### src/rtl/ahb_burst_sequencer.sv
// AHB master-side burst command engine: expands one burst command into
// address/control/write-data phases for top_ahb and returns read data per beat.
module ahb_burst_sequencer #(
    parameter int AW   = 32,   // must be >= 10 (1KB boundary check)
    parameter int DW   = 32,
    parameter int LENW = 8     // must be >= 4 so a 16-beat count fits
) (
    input  logic            clk,
    input  logic            hreset,
    input  logic            cmd_valid,
    output logic            cmd_ready,
    input  logic [AW-1:0]   cmd_addr,
    input  logic            cmd_write,
    input  logic [2:0]      cmd_hsize,
    input  logic [2:0]      cmd_hburst,
    input  logic [1:0]      cmd_hsel,
    input  logic [LENW-1:0] cmd_len,
    input  logic            wd_valid,
    input  logic [DW-1:0]   wd_data,
    output logic            wd_ready,
    input  logic            hready,
    input  logic            hresp,
    input  logic [DW-1:0]   hrdata,
    output logic            enable,
    output logic [AW-1:0]   in_haddr,
    output logic [1:0]      in_htrans,
    output logic            in_hwrite,
    output logic [2:0]      in_hsize,
    output logic [2:0]      in_hburst,
    output logic [1:0]      in_hsel,
    output logic [DW-1:0]   in_hwdata,
    output logic            rd_valid,
    output logic [DW-1:0]   rd_data,
    output logic            done,
    output logic            err
);
    localparam int CW = LENW + 1;
    localparam logic [1:0] T_IDLE   = 2'b00;
    localparam logic [1:0] T_BUSY   = 2'b01;
    localparam logic [1:0] T_NONSEQ = 2'b10;
    localparam logic [1:0] T_SEQ    = 2'b11;

    typedef enum logic [2:0] {S_IDLE, S_ADDR, S_BURST, S_LAST, S_DONE} state_t;
    state_t state_q, state_d;

    logic [AW-1:0] addr_q, addr_nxt, addr_inc, incr, wrap_b;
    logic          write_q;
    logic [2:0]    hsize_q, hburst_q;
    logic [1:0]    hsel_q;
    logic [CW-1:0] beats_q, cnt_q, cmd_beats;
    logic [DW-1:0] hwdata_q, rd_data_q;
    logic          dphase_q, err_q, rd_valid_q;
    logic          cmd_acc, beat_acc, err_now, is_wrap;
    logic [1:0]    trans;

    // Beat count implied by the incoming command
    always_comb begin
        case (cmd_hburst)
            3'b000:         cmd_beats = CW'(1);
            3'b001:         cmd_beats = (cmd_len == '0) ? CW'(1) : CW'(cmd_len);
            3'b010, 3'b011: cmd_beats = CW'(4);
            3'b100, 3'b101: cmd_beats = CW'(8);
            default:        cmd_beats = CW'(16);
        endcase
    end

    // Odd hburst codes are incrementing, even non-zero codes wrap at beats*size
    assign is_wrap  = (hburst_q != 3'b000) && !hburst_q[0];
    assign incr     = AW'(1) << hsize_q;
    assign wrap_b   = AW'(beats_q) << hsize_q;
    assign addr_inc = addr_q + incr;
    assign addr_nxt = is_wrap ? ((addr_q & ~(wrap_b - AW'(1))) | (addr_inc & (wrap_b - AW'(1))))
                              : addr_inc;

    assign cmd_acc = (state_q == S_IDLE) && cmd_valid;
    // An ERROR response completes the data phase; the beat presented alongside it is dropped
    assign err_now = dphase_q && hready && hresp;

    // State register
    always_ff @(posedge clk or posedge hreset) begin
        if (hreset) state_q <= S_IDLE;
        else        state_q <= state_d;
    end

    // Next state, address-phase transfer type and beat acceptance
    always_comb begin
        state_d  = state_q;
        trans    = T_IDLE;
        beat_acc = 1'b0;
        case (state_q)
            S_IDLE: if (cmd_valid) state_d = S_ADDR;
            S_ADDR: begin
                trans = (write_q && !wd_valid) ? T_IDLE : T_NONSEQ;
                if (hready && trans == T_NONSEQ) begin
                    beat_acc = 1'b1;
                    state_d  = (beats_q == CW'(1)) ? S_LAST : S_BURST;
                end
            end
            S_BURST: begin
                if (write_q && !wd_valid)                      trans = T_BUSY;
                else if (hburst_q[0] && addr_q[9:0] == 10'd0)  trans = T_NONSEQ;
                else                                           trans = T_SEQ;
                if (err_now) begin
                    state_d = S_DONE;
                end else if (hready && trans != T_BUSY) begin
                    beat_acc = 1'b1;
                    if (cnt_q + CW'(1) == beats_q) state_d = S_LAST;
                end
            end
            S_LAST:  if (hready) state_d = S_DONE;
            S_DONE:  state_d = S_IDLE;
            default: state_d = S_IDLE;
        endcase
    end

    // Burst fields, address/counter advance, write data capture and data-phase tracking
    always_ff @(posedge clk or posedge hreset) begin
        if (hreset) begin
            addr_q   <= '0;
            write_q  <= 1'b0;
            hsize_q  <= '0;
            hburst_q <= '0;
            hsel_q   <= '0;
            beats_q  <= '0;
            cnt_q    <= '0;
            hwdata_q <= '0;
            dphase_q <= 1'b0;
            err_q    <= 1'b0;
        end else begin
            if (cmd_acc) begin
                addr_q   <= cmd_addr;
                write_q  <= cmd_write;
                hsize_q  <= cmd_hsize;
                hburst_q <= cmd_hburst;
                hsel_q   <= cmd_hsel;
                beats_q  <= cmd_beats;
                cnt_q    <= '0;
                err_q    <= 1'b0;
            end else if (beat_acc) begin
                addr_q <= addr_nxt;
                cnt_q  <= cnt_q + CW'(1);
                if (write_q) hwdata_q <= wd_data;
            end
            if (hready)  dphase_q <= beat_acc;
            if (err_now) err_q    <= 1'b1;
        end
    end

    // Read data return; data from an ERROR beat is not reported
    always_ff @(posedge clk or posedge hreset) begin
        if (hreset) begin
            rd_valid_q <= 1'b0;
            rd_data_q  <= '0;
        end else begin
            rd_valid_q <= dphase_q && hready && !hresp && !write_q;
            if (dphase_q && hready && !hresp && !write_q) rd_data_q <= hrdata;
        end
    end

    assign cmd_ready = (state_q == S_IDLE);
    assign enable    = (state_q == S_ADDR) || (state_q == S_BURST) || (state_q == S_LAST);
    assign wd_ready  = beat_acc && write_q;
    assign in_haddr  = addr_q;
    assign in_htrans = trans;
    assign in_hwrite = write_q;
    assign in_hsize  = hsize_q;
    assign in_hburst = hburst_q;
    assign in_hsel   = hsel_q;
    assign in_hwdata = hwdata_q;
    assign rd_valid  = rd_valid_q;
    assign rd_data   = rd_data_q;
    assign done      = (state_q == S_DONE);
    assign err       = done && err_q;

endmodule

### config.mk
export PLATFORM = sky130hd
export DESIGN_NAME = ahb_burst_sequencer
export DESIGN_NICKNAME = d
export VERILOG_FILES = /design/src/rtl/ahb_burst_sequencer.sv
export SDC_FILE = /design/constraint.sdc
export NUM_CORES = 1
export LEC_CHECK = 0
export ABC_CLOCK_PERIOD_IN_PS = 6900
export BUFFER_PORTS_ARGS = -buffer_cell sky130_fd_sc_hd__buf_2
export CAP_MARGIN = 20
export CORE_AREA = 2 2 132 134
export CTS_BUF_LIST = sky130_fd_sc_hd__clkbuf_8
export DETAILED_ROUTE_END_ITERATION = 16
export DIE_AREA = 0 0 134 136
export MAX_ROUTING_LAYER = met4
export PLACE_DENSITY_LB_ADDON = 0.08
export SYNTH_ARGS = -nofsm -noshare
export SYNTH_HDL_FRONTEND = slang
export SYNTH_SLANG_ARGS = --single-unit
export TNS_END_PERCENT = 5
### constraint.sdc
create_clock -name clk -period 6.9 [get_ports clk]
set_clock_uncertainty 0.05 [all_clocks]
set_input_delay 0 -clock clk [delete_from_list [all_inputs] [get_ports clk]]
set_output_delay 0 -clock clk [all_outputs]
set_load 0.02 [all_outputs]
==> summary.md <==
| Metric | Value |
|---|---|
| Status | `complete, no violations` |
| Area added between synthesis and finish | `40.15%` |
| Setup crit start kind | `register` |
| Slew at the pin with the worst max-slew slack | `0.9925 ns` |
| Arr. time, crit path | `4.34 ns` |
| DR vias | `6,931` |
| WL/cell | `17.51 um` |
| DR vias/cell | `5.340` |
| Hold Crit Class | `input pin to register` |
| Cell Rows | `48` |
| Maximum VDD drop | `262.6 uV` |
| Synth Area in Compound Gates | `15.08%` |
| CTS H-tree depth | `4` |
| Maximum fanout along the worst path | `29` |
| Power per Cell Area | `465.6 nW/um2` |
| IO Pins | `232` |
| # Post-CTS Setup Buffers | `0` |
| Final net count | `1,191` |
| GR Overflow Total | `0` |
| Post-route setup TNS | `0 ns` |
| Mapped cell area | `7269 um2` |
| Post-CTS resize count | `0` |
| Cells after Synth | `730` |
| DP Wirelength | `15,580 um` |
| Post-synth top flop | `dfrtp_1` |
| Die height | `136 um` |
| Critical Path RT | `7.14 ns` |
| DRC viols | `0` |
| Hold_ws | `0.1245 ns` |
| Gp weighted congestion | `0.8635` |
| # diodes | `0` |
| R2R Setup Slk | `2.80 ns` |
| Initial antenna violation count | `0` |
| Die X | `134 um` |
| Highest clock rate | `244.0 MHz` |
| Seq/Total Area, Yosys | `44.06%` |
| Flops & latches, synth | `128` |
| Post-synth EDFFs | `0` |
| # port buffers | `231` |
| Core area | `16,880 um2` |
| Leading area contributor after synthesis | `dfrtp_1` |
| Routed WL | `22,730 um` |
| Period utilization | `59.41%` |
| RSZ-0062 raised after global routing | `false` |
| Endpoints failing hold | `0` |
| Initial Utilization | `43.08%` |
| Final count of pins violating max slew | `0` |
| Clock buffer depth | `2` |
| Area share of the largest cell type after synthesis | `44.06%` |
| Clk Latency, worst-skew pair | `0.43 ns` |
| Tot GR Track Use | `26.30%` |
| Worst hold start | `wd_valid` |
| Layout cells sized above 1 | `33.74%` |
| First drt pass iteration count | `5` |
| Top post-synthesis cells by area | `dfrtp_1, mux2_2, nand2_1` |
| CTS tree | `yes` |
| Post-synthesis adder-cell area fraction | `2.169%` |
| Critical path type | `register to register` |
| Portion of netlist area occupied by mux cells | `12.70%` |
| Synth Area per Inst | `9.958 um2` |
| Hold Path Stages | `5` |
| 1st-iter DRT viols | `344` |
| Root Driver | `clkbuf_8` |
| YS warnings | `0` |
| R2R depth | `10` |
| Main combinational cell family by area after synthesis | `simple AND/OR/NAND/NOR gates` |
| Setup violators final | `0` |
| # hold bufs at CTS | `122` |
| Largest net degree at the start of global routing | `74` |
| Ys async rst share | `100.0%` |
| Setup crit end kind | `register` |
| First-pass GRT wire length | `36,860 um` |
| Cts bufs inserted | `17` |
| Xor/xnor share of the synthesized area | `5.645%` |
| Overall power | `0.004743 W` |
| Clock Pin Slew Worst Setup and Hold Paths | `0.08 ns` |
| Simple-gate share of the synthesized area | `16.87%` |
| Hold EP | `state_q[0]$_DFFE_PP0P_` |
| Unique masters post-synth | `76` |
| Max cap viols | `0` |
| RR Startpoint | `in_hsize[1]$_DFFE_PP0P_` |
| Die area | `18,220 um2` |
| Leak | `4.686 nW` |
| Vias in the first global route | `7,209` |
| Antenna Nets Post-Route | `0` |
| Fin util | `60.37%` |
| Syn nets | `861` |
| Minimum clock period | `4.099 ns` |
| CTS sink cnt | `128` |
| Slew margin rel. | `33.83%` |
-- synthesized netlist by cell type, types with 8 or more instances --
cell,number
and3_1,16
dfrtp_1,128
nand3_1,27
ha_1,11
xnor2_1,23
a21oi_1,37
buf_2,10
nand2_1,83
nor2_1,39
mux2_2,69
inv_1,9
o21ai_0,41
xor2_1,22
nor3_1,23
mux2i_1,12
clkbuf_1,31
o211ai_1,8
-- layout by cell type, fill, tap and decap left out, types with 3 or more instances in the layout --
cell type / count
xor2_1: 22
nor4_1: 7
clkbuf_8: 17
buf_4: 6
nor3_1: 22
nand2b_1: 5
a21oi_1: 37
or4_1: 5
dlygate4sd3_1: 122
nand4_1: 7
mux2_2: 69
o21ai_0: 41
a211oi_1: 4
a22o_1: 3
mux2i_1: 12
bufinv_16: 3
and2_1: 6
a221o_1: 5
o21ai_1: 3
o31ai_1: 6
ha_1: 11
a21o_1: 7
xnor2_1: 23
buf_2: 231
o22ai_1: 3
nor2_1: 39
nor2b_1: 7
o211ai_1: 8
and3_1: 16
inv_1: 9
nor3b_1: 3
or3_1: 3
inv_6: 4
clkinvlp_4: 3
a2bb2oi_1: 6
a221oi_1: 3
dfrtp_1: 128
nand3_1: 27
a31oi_1: 7
nand2_1: 82
-- how the worst max path moves through the flow --
stage | startpoint | endpoint | slack [ns] | depth (start not counted)
4_1_cts | in_hsize[1]$_DFFE_PP0P_ | register | 2.79 | 10
6_report | in_hsize[1]$_DFFE_PP0P_ | register | 2.80 | 10
3_5_place_dp | in_hsize[1]$_DFFE_PP0P_ | register | 2.75 | 10
3_3_place_gp | in_hsize[1]$_DFFE_PP0P_ | register | 2.87 | 10
5_1_grt | in_hsize[1]$_DFFE_PP0P_ | register | 2.33 | 10
2_1_floorplan | in_hsize[2]$_DFFE_PP0P_ | register | 3.02 | 16
-- cell type report --
class | instances | area, um2
clock buffers | 17 | 234.0
clock inverters | 15 | 185.2
fillers | 1435 | 6688
inverters | 10 | 40.04
multi-input cells | 544 | 3822
flip-flops and latches | 128 | 3203
well taps | 225 | 281.5
repair buffers | 359 | 2422
-- through the flow --
stage / cells / worst slack [ns] / area (um2)
2_1_floorplan: 730 / 3.017 / 7269
3_3_place_gp: 1144 / 2.873 / 8548
3_5_place_dp: 1144 / 2.747 / 8548
4_1_cts: 1298 / 2.792 / 10190
5_1_grt: 1298 / 2.331 / 10190
6_report: 1298 / 2.801 / 10190
-- critical path, stage by stage, from the launching register on --
cell,delay [ns]
dfrtp_1,1.00
inv_1,0.44
a2111oi_2,0.54
a2111oi_4,0.15
a211oi_4,0.37
and2_1,0.21
nor3b_1,0.18
ha_1,0.26
a2111oi_0,0.50
xnor2_1,0.18
a21oi_1,0.08
-- layer usage --
metal	up-vias	global-route usage, %	wire length, um
met5	-	-	0
met4	0	8.570	474
met3	35	5.406	1127
met2	223	44.27	11530
met1	3377	31.75	9593
li1	3296	-	-
-- power breakdown --
part	internal, W	leakage (nW)	total [W]	switching (W)
registers	0.00109	1.57	0.00147	0.000382
clock network	0.000363	0.207	0.000693	0.000330
logic	0.00105	2.91	0.00258	0.00153
total	0.00250	4.69	0.00474	0.00224
-- cell families (layout without fill, tap and decap cells) --
group	count (synthesis)	in the layout
and+or+nand+nor	247	247
AOI/OAI and AO/OA	156	156
DFF	128	128
muxes	83	83
buffers and inverters	58	401
xor gates and xnor gates	46	46
adders and majority gates	12	12
Note: power is estimated with default switching activity, not from simulation.
